[src/rtl/ads1292_pkg.sv]
// Shared constants, state encoding and byte helpers for the ADS1292 filtered-sample packet framer.
package ads1292_pkg;

  localparam int PKT_LEN = 7;

  localparam logic [7:0] SYNC0_DEFAULT = 8'hAA;
  localparam logic [7:0] SYNC1_DEFAULT = 8'h55;

  localparam logic [2:0] IDX_SYNC0 = 3'd0;
  localparam logic [2:0] IDX_SYNC1 = 3'd1;
  localparam logic [2:0] IDX_SEQ   = 3'd2;
  localparam logic [2:0] IDX_D2    = 3'd3;
  localparam logic [2:0] IDX_D1    = 3'd4;
  localparam logic [2:0] IDX_D0    = 3'd5;
  localparam logic [2:0] IDX_CHK   = 3'(PKT_LEN - 1);

  typedef enum logic [1:0] {
    ST_IDLE = 2'd0,
    ST_SEND = 2'd1,
    ST_DONE = 2'd2
  } state_t;

  // Modulo-256 sum of sequence number and the three data bytes; sync bytes excluded.
  function automatic logic [7:0] pkt_checksum(input logic [7:0] seq, input logic [23:0] sample);
    pkt_checksum = seq + sample[23:16] + sample[15:8] + sample[7:0];
  endfunction

  function automatic logic [7:0] pkt_byte(
    input logic [2:0]  idx,
    input logic [7:0]  sync0,
    input logic [7:0]  sync1,
    input logic [7:0]  seq,
    input logic [23:0] sample,
    input logic [7:0]  chk
  );
    case (idx)
      IDX_SYNC0: pkt_byte = sync0;
      IDX_SYNC1: pkt_byte = sync1;
      IDX_SEQ:   pkt_byte = seq;
      IDX_D2:    pkt_byte = sample[23:16];
      IDX_D1:    pkt_byte = sample[15:8];
      IDX_D0:    pkt_byte = sample[7:0];
      IDX_CHK:   pkt_byte = chk;
      default:   pkt_byte = 8'h00;
    endcase
  endfunction

endpackage

[src/rtl/ads1292_packet_tx.sv]
// Frames one 24-bit filtered ECG sample per valid/ack handshake into a 7-byte
// packet (sync, sync, seq, data MSB-first, checksum) on a valid/ready byte stream.
module ads1292_packet_tx
  import ads1292_pkg::*;
#(
  parameter logic [7:0] SYNC0 = SYNC0_DEFAULT,
  parameter logic [7:0] SYNC1 = SYNC1_DEFAULT
) (
  input  logic        i_CLK,
  input  logic        i_RST,
  input  logic [23:0] i_ADS1292_FILTERED_DATA,
  input  logic        i_ADS1292_FILTERED_DATA_VALID,
  output logic        o_ADS1292_FILTERED_DATA_ACK,
  input  logic        i_ENABLE,
  output logic [7:0]  o_UART_DATA,
  output logic        o_UART_DATA_VALID,
  input  logic        i_UART_READY,
  output logic        o_BUSY,
  output logic [7:0]  o_SEQ
);

  state_t      state_r, state_nxt_s;
  logic [2:0]  idx_r, idx_nxt_s;
  logic [23:0] sample_r, sample_nxt_s;
  logic [7:0]  chk_r, chk_nxt_s;
  logic [7:0]  seq_r, seq_nxt_s;
  logic        ack_r, ack_nxt_s;
  logic [7:0]  data_r, data_nxt_s;
  logic        valid_r, valid_nxt_s;
  logic        busy_r, busy_nxt_s;

  // State and output registers, cleared synchronously by i_RST
  always_ff @(posedge i_CLK) begin
    if (i_RST) begin
      state_r  <= ST_IDLE;
      idx_r    <= 3'd0;
      sample_r <= 24'h000000;
      chk_r    <= 8'h00;
      seq_r    <= 8'h00;
      ack_r    <= 1'b0;
      data_r   <= 8'h00;
      valid_r  <= 1'b0;
      busy_r   <= 1'b0;
    end else begin
      state_r  <= state_nxt_s;
      idx_r    <= idx_nxt_s;
      sample_r <= sample_nxt_s;
      chk_r    <= chk_nxt_s;
      seq_r    <= seq_nxt_s;
      ack_r    <= ack_nxt_s;
      data_r   <= data_nxt_s;
      valid_r  <= valid_nxt_s;
      busy_r   <= busy_nxt_s;
    end
  end

  // Next-state and next-output logic; outputs are computed one cycle ahead so they leave registered
  always_comb begin
    state_nxt_s  = state_r;
    idx_nxt_s    = idx_r;
    sample_nxt_s = sample_r;
    chk_nxt_s    = chk_r;
    seq_nxt_s    = seq_r;
    ack_nxt_s    = 1'b0;
    data_nxt_s   = data_r;
    valid_nxt_s  = valid_r;

    case (state_r)
      ST_IDLE: begin
        valid_nxt_s = 1'b0;
        if (i_ENABLE && i_ADS1292_FILTERED_DATA_VALID) begin
          // Checksum is frozen at latch time so later input changes cannot corrupt the packet
          sample_nxt_s = i_ADS1292_FILTERED_DATA;
          chk_nxt_s    = pkt_checksum(seq_r, i_ADS1292_FILTERED_DATA);
          ack_nxt_s    = 1'b1;
          idx_nxt_s    = IDX_SYNC0;
          data_nxt_s   = SYNC0;
          valid_nxt_s  = 1'b1;
          state_nxt_s  = ST_SEND;
        end else begin
          state_nxt_s = ST_IDLE;
        end
      end
      ST_SEND: begin
        if (valid_r && i_UART_READY) begin
          if (idx_r == IDX_CHK) begin
            idx_nxt_s   = 3'd0;
            valid_nxt_s = 1'b0;
            state_nxt_s = ST_DONE;
          end else begin
            idx_nxt_s   = idx_r + 3'd1;
            data_nxt_s  = pkt_byte(idx_r + 3'd1, SYNC0, SYNC1, seq_r, sample_r, chk_r);
            valid_nxt_s = 1'b1;
          end
        end else begin
          state_nxt_s = ST_SEND;
        end
      end
      ST_DONE: begin
        valid_nxt_s = 1'b0;
        seq_nxt_s   = seq_r + 8'd1;
        state_nxt_s = ST_IDLE;
      end
      default: begin
        valid_nxt_s = 1'b0;
        idx_nxt_s   = 3'd0;
        state_nxt_s = ST_IDLE;
      end
    endcase

    busy_nxt_s = (state_nxt_s != ST_IDLE);
  end

  assign o_ADS1292_FILTERED_DATA_ACK = ack_r;
  assign o_UART_DATA                 = data_r;
  assign o_UART_DATA_VALID           = valid_r;
  assign o_BUSY                      = busy_r;
  assign o_SEQ                       = seq_r;

endmodule
[config.mk]
export PLATFORM = sky130hd
export DESIGN_NAME = ads1292_packet_tx
export DESIGN_NICKNAME = d
export VERILOG_FILES = /design/src/rtl/ads1292_pkg.sv /design/src/rtl/ads1292_packet_tx.sv
export SDC_FILE = /design/constraint.sdc
export NUM_CORES = 1
export LEC_CHECK = 0
export CAP_MARGIN = 25
export CORE_MARGIN = 2
export CORE_UTILIZATION = 35
export CTS_BUF_LIST = sky130_fd_sc_hd__clkbuf_4
export CTS_CLUSTER_DIAMETER = 100
export DETAILED_ROUTE_END_ITERATION = 16
export PLACE_DENSITY = 0.54
export SETUP_SLACK_MARGIN = 0.05
export SLEW_MARGIN = 20
export SYNTH_ARGS = -nofsm -noshare
export SYNTH_HDL_FRONTEND = slang
export SYNTH_SLANG_ARGS = --single-unit
export TNS_END_PERCENT = 10
[constraint.sdc]
create_clock -name i_CLK -period 4.15 [get_ports i_CLK]
set_clock_uncertainty 0.1 [all_clocks]
set_input_delay 0.6225 -clock i_CLK [delete_from_list [all_inputs] [get_ports i_CLK]]
set_output_delay 0.6225 -clock i_CLK [all_outputs]
set_load 0.05 [all_outputs]
After elaboration in Yosys (flattened, before gate mapping). Index checks and enable logic that the tools add are counted.

Flip-flop bits (word level): 56. Input bits: 29. Output and inout bits: 19. Logic and storage cells: 55.

$add $sub $neg: 5. Eq/ne operators: 12. Mux-type cells: 17. Bitwise logic cells: 2. Reductions and logical operators: 10.

Operators with widths (count): 8-bit case mux with 7 select lines (1); 8-bit adder (3); 8-bit 2-to-1 mux (3); 8-bit case mux with 2 select lines (1); 3-bit == test (second input constant) (4); 3-bit 2-to-1 mux (3); 3-bit case mux with 3 select lines (1); 8-bit by 1-bit adder with 8-bit output (second input constant) (1); 3-bit by 2-bit == test with 1-bit output (second input constant) (2); 2-bit inequality test (second input constant) (3); 1-bit 2-to-1 mux (4); 2-bit 2-to-1 mux (2); 2-bit case mux with 2 select lines (1); 4-bit AND reduction (1); 2-bit nonzero test (2); 3-bit by 1-bit adder with 3-bit output (second input constant) (1); 3-bit by 1-bit == test with 1-bit output (second input constant) (1); 3-bit logical NOT (1); 3-bit AND reduction (1); 2-bit by 1-bit == test with 1-bit output (second input constant) (1); 2-bit == test (second input constant) (1); 1-bit logical AND (2); 2-bit logical NOT (1); 1-bit NOT (2); other kinds (3) (3).

Longest topological paths before layout.
Word-level depth: 6. Depth in mapped cells: 12. Gate-level depth less buffers: 12.

Worst setup path after synthesis. Ideal clock, no wire load.

Path kind: input-to-reg. Start point: input i_ADS1292_FILTERED_DATA[1]. End point: register chk_r[7]. Library setup time: 0.086 ns. Arrival: 3.079 ns. Required time: 3.964 ns. Slack: 0.886 ns. Stages: 12. Cell sequence: inv_1 fa_1 inv_1 fa_1 ha_1 inv_1 fa_1 nand2b_1 a21oi_1 o22ai_1 xnor2_1 a211oi_1.

Word-level cells in the longest chain between the ends: 1.

Ends and longest elaborated chain: start, declared (line ads1292_packet_tx.sv:11) `input logic [23:0] i_ADS1292_FILTERED_DATA,`; 8-bit adder (line ads1292_pkg.sv:25) `pkt_checksum = seq + sample[23:16] + sample[15:8] + sample[7:0];`; end signal, assigned (line ads1292_packet_tx.sv:48) `chk_r <= chk_nxt_s;`; end, declared (line ads1292_packet_tx.sv:25) `logic [7:0] chk_r, chk_nxt_s;`.

No other way between the ends. A chain may end at the register's enable or synchronous reset.

Worst setup path after layout. Same ends and word-level chain as after synthesis.

==> results.toml <==
[outcome]
status = "finished clean"

[floorplanning]
die_h_um = 97.8
rows = 34
fp.dieW_um = 97.8
die-area_mm2 = 0.00956
core_area_mm2 = 0.00864
initial_core_util_pct = 35.7
ios = 48

[grt]
grt_pass1_vias = 2480
antenna_found_initial = 0
grt-ovfl-total = 0
grt_pass1_wl_mm = 12.3
grt_max_degree = 58
grt_use_total_pct = 15.8

[critical_path]
max_stage_delay_ns = 0.53
critical_path_class = "in -> reg"
timing.critical_path.buf_inv = 4
cp-end-kind = "register"
path_max_fanout = 3
required_ns = 4.35
crit_arrival_ns = 3.77
crit_path_start_kind = "primary input"
critPathSlowestCell = "fa_1"
cp_cell_sequence = "clkdlybuf4s50_1 -> inv_1 -> fa_1 -> inv_1 -> fa_1 -> ha_1 -> inv_1 -> fa_1 -> nand2b_1 -> a21oi_1 -> o22ai_1 -> xnor2_1 -> a211oi_1"
critPathTopFamily = "adder cells"

[clock_network]
cts_tree = "done"
cts_buffers = 5
cts-root-buf = "clkbuf_4"
cts.sinks = 56
post_cts_buffers = 0
clk_pin_slew_ns = 0.16
holdBufCountCts = 0
cts_resized = 0
cts_buffer_depth = 2
clock_latency_ns = 0.37
cts_max_level = 2

[routing]
first_iter_violations = 111
drc = 0
drtPass1Iterations = 5
drtAntennaViolNets = 0
wl_mm = 7.41
num_vias = 2620
wl_per_cell_um = 14.1
viasPerCell = 4.99

[layout]
multi_input_area_mm2 = 0.00172
seqCellArea_mm2 = 0.00112
layout-drive-gt1-share_pct = 4.80
antenna_cells = 0
area.growth.synth_to_final_pct = 20.2
final_cells = 525
nFillCells = 894
nNetsFinal = 467

[timing]
fmax_ghz = 0.280
tightest_slew_ns = 0.862
finalHoldViolations = 0
rsz0062_at_grt = "false"
setup_tns_ns = 0
whs_ns = 0.367
fin_crit_ns = 3.57
setup_ws_ns = 0.578
finalCritPeriodShare_pct = 86.1
drv_slew = 0
relSlewSlack_pct = 42.4
final-setup-viol-count = 0

[yosys]
async_reset_ff_share_pct = 0
avgSynthCellArea_um2 = 8.15
ys_warn_count = 0
yosysUniqueCellTypes = 47
ys.flop_type = "dfxtp_1"
synth_top_area_share_pct = 36.4
synth_area_leader_cell = "dfxtp_1"
synth_seq_cells = 56
synth_fp_nets = 429
synth_edf_count = 0
synth_seq_area_share_pct = 36.4
synth_area_mm2 = 0.00308
netlist_top_cells_area = "dfxtp_1 36%, fa_1 9.1%, nand2_1 8.9%, a21oi_1 7.6%, inv_1 4.4%"
syn_inst = 378

[pwr]
p_sw_uw = 330
clkPwrFrac_pct = 22.2
power.static_leakage_uw = 0.00140
cell_internal_pwr_uw = 747
power_density_mw_per_mm2 = 291
comb_power_share_pct = 24.1
p_seq_share_pct = 53.7
ir_drop_v = 0.000121
switching_share_pct = 30.6

[placed_design]
post-place-ws_ns = 0.201
hpwl_mm = 5.26
gp_routability_congestion = 0.754
io_buffers = 47
place_inst = 515

[run]
maxCapViolCount = 0

[worst_hold_path]
min_path_type = "reg -> reg"
[cells in the mapped netlist, types with 7 or more instances]
library cell  instances
o21ai_1               7
nor2_1               26
clkbuf_1              9
inv_1                36
dfxtp_1              56
fa_1                 14
nor3_1                8
nand2_1              73
a21oi_1              47
xnor2_1              12
buf_2                 7
ha_1                  8
[worst reg2reg max path, delay by kind of cell, from the launching register on]
kind                     cells  cell delay (ns)
AND/OR/NAND/NOR              1             0.18
buffers and inverters        1             0.06
adder cells (fa/ha/maj)      3             1.14
flip-flops                   1             0.41
AO/OA/AOI/OAI                3             0.54
XOR/XNOR                     1             0.13
[metal layers]
layer	share of wire, %	track usage, %	routed length (µm)
met1	50	23.0	3720
met2	44	24.9	3260
met3	4.5	2.36	331
met4	1.4	4.06	105
met5	0	0	0
[stage by stage]
| stage | area [µm²] | util, % | power [µW] |
|---|---|---|---|
| floorplan | 3080 | - | 765 |
| global placement | 3600 | 41.7 | 846 |
| detailed placement | 3600 | 41.7 | 846 |
| CTS | 3660 | 42.4 | 1090 |
| global route | 3700 | 42.9 | 1150 |
| finish | 3700 | 42.9 | 1080 |
[layout make-up]
type / count / area share (%)
Multi-Input combinational cell: 265 / 46.6
Timing Repair Buffer: 52 / 14.3
Clock buffer: 5 / 1.01
Clock inverter: 3 / 0.473
Inverter: 36 / 3.65
Tap cell: 108 / 3.65
Sequential cell: 56 / 30.3
[flip-flops by register name, summed over array words and instances, names as in the netlist]
register                     cells
state_r                          2
chk_r                            8
o_SEQ                            8
o_UART_DATA_VALID                1
sample_r                        24
idx_r                            3
o_UART_DATA                      8
o_BUSY                           1
o_ADS1292_FILTERED_DATA_ACK      1
[path summary, 6_finish.rpt]
check / start / to / slack (ns) / depth (start not counted)
setup reg to reg: o_SEQ[1] / chk_r[7] / 1.51 / 9
setup / recovery: i_ADS1292_FILTERED_DATA[1] / chk_r[7] / 0.58 / 13
hold reg to reg: o_UART_DATA[0] / o_UART_DATA[0] / 0.37 / 2
hold / removal: o_UART_DATA[0] / o_UART_DATA[0] / 0.37 / 2
[power groups by stage]
stage          Clock, µW  Combinational [µW]  Sequential (µW)
2_1_floorplan          0                 161              604
3_3_place_gp           0                 257              590
3_5_place_dp           0                 256              590
4_1_cts              250                 259              578
5_1_grt              273                 293              581
6_report             239                 259              577
[cell usage in the layout, fill, tap and decap left out, types with 5 or more instances in the layout]
master and n:
nand2_1 73, dfxtp_1 56, a21oi_1 47, clkdlybuf4s50_1 46, inv_1 36, nor2_1 26, fa_1 14, xnor2_1 12
nor3_1 8, ha_1 8, o21ai_1 7, a211oi_1 6, mux2i_1 6, nand2b_1 5, nand3b_1 5, clkbuf_4 5
[cells by family after synthesis]
group	synth area share [%]
buf+inv	7.60
mux	3.05
simple gates	20.2
xor+xnor	3.70
compound gates	16.7
flops	36.4
fa+ha+maj	12.4
Power figures use the tool's default switching activity.
